File: src/rtl/hpc_rand_feeder_if.sv
// Handshake bundle between a seed source / randomness consumer and the HPC rand feeder.
// The feeder sits on the slave side; the environment (seed source plus gadget) sits on the master side.
interface hpc_rand_feeder_if #(
    parameter int RAND_W = 20
) ();
    logic              seed_valid;
    logic              seed_ready;
    logic [15:0]       seed_word;
    logic              rand_valid;
    logic              rand_ready;
    logic [RAND_W-1:0] rand_out;

    modport master (
        output seed_valid, seed_word, rand_ready,
        input  seed_ready, rand_valid, rand_out
    );

    modport slave (
        input  seed_valid, seed_word, rand_ready,
        output seed_ready, rand_valid, rand_out
    );
endinterface

File: src/rtl/hpc_rand_feeder.sv
// Fresh-randomness source for HPC masked AND gadgets: a 64-bit Fibonacci LFSR unrolled RAND_W steps per
// advance, seeded through four 16-bit words and held back by a warm-up phase before any bit is exposed.
//
//   state     | meaning
//   ----------+-----------------------------------------------------------------
//   ST_SEED   | collecting seed words k=0..3 into s, no randomness exposed
//   ST_WARMUP | discarding WARMUP advances after a seed load, seed input blocked
//   ST_RUN    | first cycle loads rand_out, then one advance per accepted word
module hpc_rand_feeder #(
    parameter int RAND_W = 20,
    parameter int WARMUP = 8
) (
    input  logic              clock_0,
    input  logic              reset_0,
    hpc_rand_feeder_if.slave  bus,
    output logic              busy,
    output logic              err_zero_seed
);
    localparam int WCNT_W = (WARMUP > 0) ? $clog2(WARMUP + 1) : 1;

    typedef enum logic [1:0] {
        ST_SEED   = 2'd0,
        ST_WARMUP = 2'd1,
        ST_RUN    = 2'd2
    } state_t;

    state_t             r_state;
    logic [63:0]        r_s;
    logic [1:0]         r_k;
    logic [WCNT_W-1:0]  r_wcnt;
    logic [RAND_W-1:0]  r_rand_out;
    logic               r_rand_valid;
    logic               r_seed_ready;
    logic               r_busy;
    logic               r_err;

    logic [63:0]        w_adv_s;
    logic [RAND_W-1:0]  w_adv_bits;
    logic               w_fb;
    logic [63:0]        w_seed_full;
    logic               w_seed_hs;

    // RAND_W single steps chained combinationally; bit i is the feedback of step i+1.
    always_comb begin
        w_adv_s    = r_s;
        w_adv_bits = '0;
        w_fb       = 1'b0;
        for (int i = 0; i < RAND_W; i++) begin
            w_fb          = w_adv_s[63] ^ w_adv_s[62] ^ w_adv_s[60] ^ w_adv_s[59];
            w_adv_bits[i] = w_fb;
            w_adv_s       = {w_adv_s[62:0], w_fb};
        end
    end

    assign w_seed_hs   = bus.seed_valid & r_seed_ready;
    assign w_seed_full = {bus.seed_word, r_s[47:0]};

    always_ff @(posedge clock_0 or negedge reset_0) begin
        if (!reset_0) begin
            r_state      <= ST_SEED;
            r_s          <= 64'h0;
            r_k          <= 2'd0;
            r_wcnt       <= '0;
            r_rand_out   <= '0;
            r_rand_valid <= 1'b0;
            r_seed_ready <= 1'b1;
            r_busy       <= 1'b1;
            r_err        <= 1'b0;
        end else begin
            case (r_state)
                ST_SEED: begin
                    if (w_seed_hs) begin
                        if (r_k == 2'd3) begin
                            r_k <= 2'd0;
                            // An all-zero LFSR would lock up; substitute 1 and flag it.
                            if (w_seed_full == 64'h0) begin
                                r_s   <= 64'h1;
                                r_err <= 1'b1;
                            end else begin
                                r_s <= w_seed_full;
                            end
                            if (WARMUP == 0) begin
                                r_state <= ST_RUN;
                                r_busy  <= 1'b0;
                            end else begin
                                r_state      <= ST_WARMUP;
                                r_wcnt       <= WCNT_W'(WARMUP);
                                r_seed_ready <= 1'b0;
                            end
                        end else begin
                            r_s[{r_k, 4'b0000} +: 16] <= bus.seed_word;
                            r_k                       <= r_k + 2'd1;
                        end
                    end
                end
                ST_WARMUP: begin
                    r_s        <= w_adv_s;
                    r_rand_out <= w_adv_bits;
                    r_wcnt     <= r_wcnt - WCNT_W'(1);
                    if (r_wcnt == WCNT_W'(1)) begin
                        r_state      <= ST_RUN;
                        r_busy       <= 1'b0;
                        r_seed_ready <= 1'b1;
                    end
                end
                ST_RUN: begin
                    // A reseed wins over a same-cycle consume: the word is neither advanced nor counted.
                    if (w_seed_hs) begin
                        r_s[15:0]    <= bus.seed_word;
                        r_k          <= 2'd1;
                        r_state      <= ST_SEED;
                        r_busy       <= 1'b1;
                        r_rand_valid <= 1'b0;
                    end else if (!r_rand_valid || bus.rand_ready) begin
                        r_s          <= w_adv_s;
                        r_rand_out   <= w_adv_bits;
                        r_rand_valid <= 1'b1;
                    end
                end
                default: begin
                    r_state      <= ST_SEED;
                    r_k          <= 2'd0;
                    r_rand_valid <= 1'b0;
                    r_seed_ready <= 1'b1;
                    r_busy       <= 1'b1;
                end
            endcase
        end
    end

    assign bus.seed_ready = r_seed_ready;
    assign bus.rand_valid = r_rand_valid;
    assign bus.rand_out   = r_rand_out;
    assign busy           = r_busy;
    assign err_zero_seed  = r_err;
endmodule

File: src/flat_wrapper.sv
// flat-port wrapper written by rule: the top's interface ports become plain ports
module hpc_rand_feeder_flat 
#(
    parameter int RAND_W = 20,
    parameter int WARMUP = 8
)
  (clock_0, reset_0, busy, err_zero_seed, bus_seed_valid, bus_seed_word, bus_rand_ready, bus_seed_ready, bus_rand_valid, bus_rand_out);
  hpc_rand_feeder_if #(.RAND_W(RAND_W)) bus_i ();
  input  logic clock_0;
  input  logic reset_0;
  output logic busy;
  output logic err_zero_seed;
  input wire logic [$bits(bus_i.seed_valid)-1:0] bus_seed_valid;
  input wire logic [$bits(bus_i.seed_word)-1:0] bus_seed_word;
  input wire logic [$bits(bus_i.rand_ready)-1:0] bus_rand_ready;
  output wire logic [$bits(bus_i.seed_ready)-1:0] bus_seed_ready;
  output wire logic [$bits(bus_i.rand_valid)-1:0] bus_rand_valid;
  output wire logic [$bits(bus_i.rand_out)-1:0] bus_rand_out;
  assign bus_i.seed_valid = bus_seed_valid;
  assign bus_i.seed_word = bus_seed_word;
  assign bus_i.rand_ready = bus_rand_ready;
  assign bus_seed_ready = bus_i.seed_ready;
  assign bus_rand_valid = bus_i.rand_valid;
  assign bus_rand_out = bus_i.rand_out;
  hpc_rand_feeder #(.RAND_W(RAND_W), .WARMUP(WARMUP)) u_core (.clock_0(clock_0), .reset_0(reset_0), .bus(bus_i), .busy(busy), .err_zero_seed(err_zero_seed));
endmodule
File: config.mk
export PLATFORM = sky130hd
export DESIGN_NAME = hpc_rand_feeder_flat
export DESIGN_NICKNAME = d
export VERILOG_FILES = /design/src/rtl/hpc_rand_feeder_if.sv /design/src/rtl/hpc_rand_feeder.sv /design/src/flat_wrapper.sv
export SDC_FILE = /design/constraint.sdc
export NUM_CORES = 1
export LEC_CHECK = 0
export ABC_AREA = 1
export BUFFER_PORTS_ARGS = -buffer_cell sky130_fd_sc_hd__buf_2
export CAP_MARGIN = 20
export CORE_MARGIN = 2
export CORE_UTILIZATION = 50
export CTS_BUF_LIST = sky130_fd_sc_hd__clkbuf_2 sky130_fd_sc_hd__clkbuf_4 sky130_fd_sc_hd__clkbuf_8
export CTS_CLUSTER_SIZE = 28
export DETAILED_ROUTE_END_ITERATION = 6
export PLACE_DENSITY = 0.8
export SLEW_MARGIN = 10
export SYNTH_ARGS = -nofsm -noshare
export SYNTH_HDL_FRONTEND = slang
export SYNTH_SLANG_ARGS = --single-unit
File: constraint.sdc
create_clock -name clock_0 -period 2.1 [get_ports clock_0]
set_clock_uncertainty 0.1 [all_clocks]
set_input_delay 0.21 -clock clock_0 [delete_from_list [all_inputs] [get_ports clock_0]]
set_output_delay 0.21 -clock clock_0 [all_outputs]
set_load 0.01 [all_outputs]
==> results of run 1 <==
==> timing repair <==
| action | in CTS | in global routing |
|---|---|---|
| endpoints found under the setup margin | 0 | 69 |
| endpoints found under the hold margin | 94 | 0 |
| hold buffers | 1 | 0 |
| setup buffers | 0 | 1 |
| gates resized for setup | 0 | 21 |
==> layer usage <==
metal,wire length (um),part of all wire,track usage
met1,8460,0.43,0.440
met2,8420,0.43,0.463
met3,1950,0.10,0.0586
met4,696,0.036,0.136
met5,0,0,0
==> cells by family after synthesis <==
family | Yosys count | synth area share
and+or+nand+nor | 406 | 0.268
AOI/OAI and AO/OA | 203 | 0.198
buffers and inverters | 102 | 0.0801
DFF | 96 | 0.382
xor gates and xnor gates | 32 | 0.0445
adders and majority gates | 14 | 0.0278
==> critical path, cell delays in order (launching register included) <==
cell and delay (ns):
dfrtp_1 0.40, inv_1 0.10, ha_1 0.35, nor2_2 0.26, buf_4 0.17, a22oi_1 0.06
nor2_1 0.25, a21oi_1 0.11, o21ai_1 0.12
==> power by group <==
group / internal (uW) / switching [uW]
combinational: 40.3 / 111
clock: 442 / 732
sequential: 1850 / 0
total: 2330 / 843
==> synth_stat cells, types with 4 or more instances <==
master / count
a21oi_1: 24
a22oi_1: 31
a31oi_1: 12
buf_2: 9
buf_6: 5
clkbuf_1: 15
dfrtp_1: 94
ha_1: 14
inv_1: 54
inv_2: 10
nand2_1: 251
nand2_2: 20
nand3_1: 18
nor2_1: 95
nor2_2: 7
nor3_1: 6
o211ai_1: 4
o21ai_0: 60
o21ai_1: 24
o21ai_2: 17
o22ai_1: 22
xnor2_1: 28
xor2_1: 4
==> per-stage QoR <==
stage               area (um^2)  setup slack, ns
global route               7120          -0.0228
CTS                        7070           0.0223
global placement           6880            0.102
detailed placement         6880           0.0557
floorplan                  6300           0.0341
finish                     7120            0.118
==> how the worst min path moves through the flow <==
stage | to | slack [ns] | cells past startpoint
after floorplan | async pin | -0.19 | 0
after global placement | u_core.r_s[40] | 0.21 | 2
after detailed placement | u_core.r_s[40] | 0.21 | 2
after CTS | u_core.r_s[14] | 0.16 | 5
after global routing | u_core.r_s[14] | 0.19 | 5
final | u_core.r_s[14] | 0.18 | 5
==> layout make-up <==
type | instances | area (um^2) | area share
Clock buffer | 9 | 124 | 0.0174
Multi-Input combinational cell | 655 | 3420 | 0.480
Inverter | 66 | 269 | 0.0378
Clock inverter | 7 | 60.1 | 0.00843
Tap cell | 168 | 210 | 0.0295
Timing Repair Buffer | 86 | 631 | 0.0885
Sequential cell | 96 | 2410 | 0.338
==> out/results.txt, run 1 <==
Asr flop ratio synth = 1.00
Most common cell after layout, fill and taps aside = nand2_1
Fin. max-slew vios = 0
#FFs+latches synth = 96
Initial Util = 0.518
RePlAce Congestion = 1.01
Inst Count DP = 1069
Cell area power density = 445 nW/um^2
Die Y = 116 um
Area Growth Syn to Fin = 13.1%
Total grt overflow = 0
Via density = 5.54
Final hold viol count = 0
Row Count = 40
Drt drc = 0
Max-Cap Viols = 0
Critical Path Start = u_core.r_k[1]
Syn Area/Cell = 7.38 um^2
Die ar. = 13500 um^2
Fin crit period = 1.98 ns
Period utilization = 0.944
Number of synthesized flops with an enable pin = 0
Hpwl dp = 14.6 mm
Final Hold Slack = 0.183 ns
Reg clk slew, reported paths = 0.10 ns
Rel. slew slack = 0.627
Antenna violations before repair = 0
First-pass GRT wire length = 31.2 mm
FF-to-FF path depth = 8
I/O Buffers = 43
Number of global-route vias before repair = 5779
CTS Buf Count = 9
Syn nets = 887
HP Class = in -> reg
Type of origin of the critical path = flip-flop
RSZ-0062 raised after global routing = true
Critical path required time = 2.33 ns
Share of layout cells above drive strength 1 = 0.194
Initial DRC Count = 617
Synth top area cells = dfrtp_1 (37%), nand2_1 (15%), nor2_1 (5.7%)
Yosys warning count = 0
Avg WL per Cell = 18.0 um
Buffer depth of the longest clock path = 2
Vias = 6025
Die span in x = 116 um
Core box area = 12200 um^2
Status = finished, final reports clean
Pin count of the biggest net entering global routing = 97
Commonest non-fill, non-tap cells in the layout = nand2_1 (250), nor2_1 (93), dfrtp_1 (92)
Worst slew pin tran = 0.559 ns
Setup TNS = 0 ns
Distinct cell type count after synthesis = 39
Diodes inserted = 0
R2R setup slack = 0.12 ns
Min-delay src = bus_seed_word[14]
Total Power = 3170 uW
CTS tree = built
Antenna-violating nets left = 0
Critical Path Sink Type = flip-flop
Ys flop type = dfrtp_1
Crit path arrival time = 2.21 ns
Pre-Repair DR Iteration Count = 5
Final Routed Wirelength = 19.5 mm
Htree depth = 3
Layout Cells excl Fill = 1087
Cell Area, Synth = 6290 um^2
Clock insertion delay at the later pin of the skew report = 0.40 ns
Static leakage = 0.00355 uW
Crit-path max FO = 4
Final cell utilization of the core = 0.586
Nets = 948
WS Path Type = reg -> reg
Area share of the largest cell type after synthesis = 0.374
Fillers = 1156
Fmax = 505 MHz
Clock Sinks = 96
# setup viols final = 0
Cells after Synth = 853
Ports = 44
Peak supply drop = 0.000261 V
RR Startpoint = u_core.r_k[1]
Sequential share of the synthesized area = 0.382
All-Layer GR Usage = 0.310
Largest area contributor in the netlist = dfrtp_1
Root Driver = clkbuf_8
No activity file was read; power rests on OpenSTA's default activity.
==> inputs of run 2 (changes only) <==
Settings changed: PLACE_DENSITY 0.8 to 0.71.
==> out/results.txt, run 2 (same netlist as run 1, synthesis figures left out) <==
Crit-path max FO = 14 (+10)
Clock Sinks = 96 (unchanged)
Number of global-route vias before repair = 5573 (-3.6%)
Critical path required time = 2.32 ns (about the same)
Peak supply drop = 0.000328 V (+26%)
Antenna-violating nets left = 0 (unchanged)
Final Routed Wirelength = 19.6 mm (+0.41%)
Multi-input gate area = 3410 um^2 (-0.18%)
Type of origin of the critical path = flip-flop
Fillers = 1157 (+0.087%)
Avg WL per Cell = 18.0 um (+0.23%)
Max layer used = met5
Cell area power density = 474 nW/um^2 (+6.3%)
Share of layout cells above drive strength 1 = 0.193 (-0.000421)
Commonest non-fill, non-tap cells in the layout = nand2_1 (250), nor2_1 (94), dfrtp_1 (93)
Fmax = 485 MHz (-3.8%)
Die span in x = 116 um (unchanged)
Critical Path Sink Type = flip-flop
Initial Util = 0.518 (unchanged)
Most common cell after layout, fill and taps aside = nand2_1
Area Growth Syn to Fin = 13.4%
Period utilization = 0.981 (+0.0376)
Initial DRC Count = 615 (-0.32%)
Final hold viol count = 0 (unchanged)
Ports = 44 (unchanged)
All-Layer GR Usage = 0.305 (-0.00431)
Met3 WL = 1.91 mm (-1.9%)
Nets = 951 (+0.32%)
HP Class = in -> async
Pre-Repair DR Iteration Count = 5 (unchanged)
Pin count of the biggest net entering global routing = 43 (-56%)
Root Driver = clkbuf_8
Pre-CTS WS = -0.00911 ns (-0.0648 ns)
FF+latch area = 2410 um^2 (about the same)
Max-Cap Viols = 0 (unchanged)
Status = finished, final reports clean
Drt drc = 0 (unchanged)
Static leakage = 0.00356 uW (+0.11%)
Die Y = 116 um (unchanged)
R2R setup slack = 0.04 ns (-0.08 ns)
I/O Buffers = 43 (unchanged)
Total grt overflow = 0 (unchanged)
Core box area = 12200 um^2 (unchanged)
Reg clk slew, reported paths = 0.10 ns (about the same)
Hpwl dp = 14.9 mm (+2.3%)
Slack of the critical path = 0.0390 ns (-0.0790 ns)
Rel. slew slack = 0.616 (-0.0116)
RSZ-0062 raised after global routing = true
Metal2 WL = 8.40 mm (-0.24%)
First-pass GRT wire length = 30.5 mm (-2.1%)
Crit path arrival time = 2.28 ns (+0.07 ns)
CTS Buf Count = 9 (unchanged)
Inst Count DP = 1071 (+0.19%)
Layout Cells excl Fill = 1089 (+0.18%)
Via density = 5.61 (+1.3%)
Worst slew pin tran = 0.573 ns (+0.0132 ns)
Met1 wire length = 8.47 mm (about the same)
Die ar. = 13500 um^2 (unchanged)
CTS tree = built
# setup viols final = 0 (unchanged)
Row Count = 40 (unchanged)
Fin crit period = 2.06 ns (+0.0790 ns)
RePlAce Congestion = 1.00 (-1.0%)
Htree depth = 3 (unchanged)
Buffer depth of the longest clock path = 2 (unchanged)
Clock insertion delay at the later pin of the skew report = 0.39 ns (about the same)
Vias = 6114 (+1.5%)
Antenna violations before repair = 0 (unchanged)
Fin. max-slew vios = 0 (unchanged)
WS Path Type = reg -> reg
Diodes inserted = 0 (unchanged)
## run 2: cell count changes in the layout (fill, tap and decap cells not counted), moves of 3 or more
| cell | delta |
|---|---|
| o21ai_0 | +5 |
| o21ai_1 | -5 |
| buf_12 | -4 |
| buf_4 | +5 |
| nor3_1 | +3 |
| nor3_2 | -3 |
## run 2: where the power goes
part	internal (uW)	leakage [uW]	switching [uW]
Combinational	42.4	0.00228	114
Clock	670	0.000102	709
Sequential	1850	0.00118	0
Total	2560	0.00356	823
## run 2: worst paths after layout
check | startpoint | end | depth (start not counted)
setup / recovery | u_core.r_state[1] | flip-flop | 8
hold reg to reg | u_core.err_zero_seed | u_core.err_zero_seed | 1
max in group asynchronous | reset_0 | u_core.bus.seed_ready | 3
min in group clock_0 | bus_seed_word[14] | u_core.r_s[14] | 5
setup reg to reg | u_core.r_state[1] | flip-flop | 8
hold / removal | reset_0 | u_core.r_s[42] | 2
## run 2: timing repair
action	4_1_cts	5_1_grt
endpoints found under the setup margin	2	53
hold buffers	1	0
buffers inserted	0	2
hold endpoints to repair	27	0
gates resized for setup	1	17
## run 2: per-stage QoR
stage	utilization	cell area (um^2)	TNS (ns)	power, uW	hold slack (ns)
after floorplan	-	6300	0	1930	-0.186
after global placement	0.562	6840	0	2030	0.0673
after detailed placement	0.562	6840	-0.00911	2030	0.0709
after CTS	0.581	7070	0	3380	0.172
after global routing	0.587	7140	-0.146	3470	0.204
final	0.587	7140	0	3380	0.185
## run 2: layout make-up
cell class	count	area share
sequential	96	0.337
clock buffer	9	0.0173
inverter	66	0.0396
timing repair buffer	89	0.0855
multi-input combinational	655	0.478
clock inverter	6	0.0130
tap	168	0.0294
## run 2: metal layers
metal  vias up  global-route usage
li1       2927                   -
met4         2               0.142
met5         -              0.0333
met1      2817               0.436
met3        67              0.0607
met2       301               0.445
## run 2: worst max-delay path, stage by stage (launching register included)
cell and delay, ns:
dfrtp_1 0.42, inv_1 0.08, ha_2 0.42, inv_2 0.10, a21oi_4 0.24, inv_2 0.19
nor2_1 0.22, nor3_1 0.09, a21oi_1 0.12
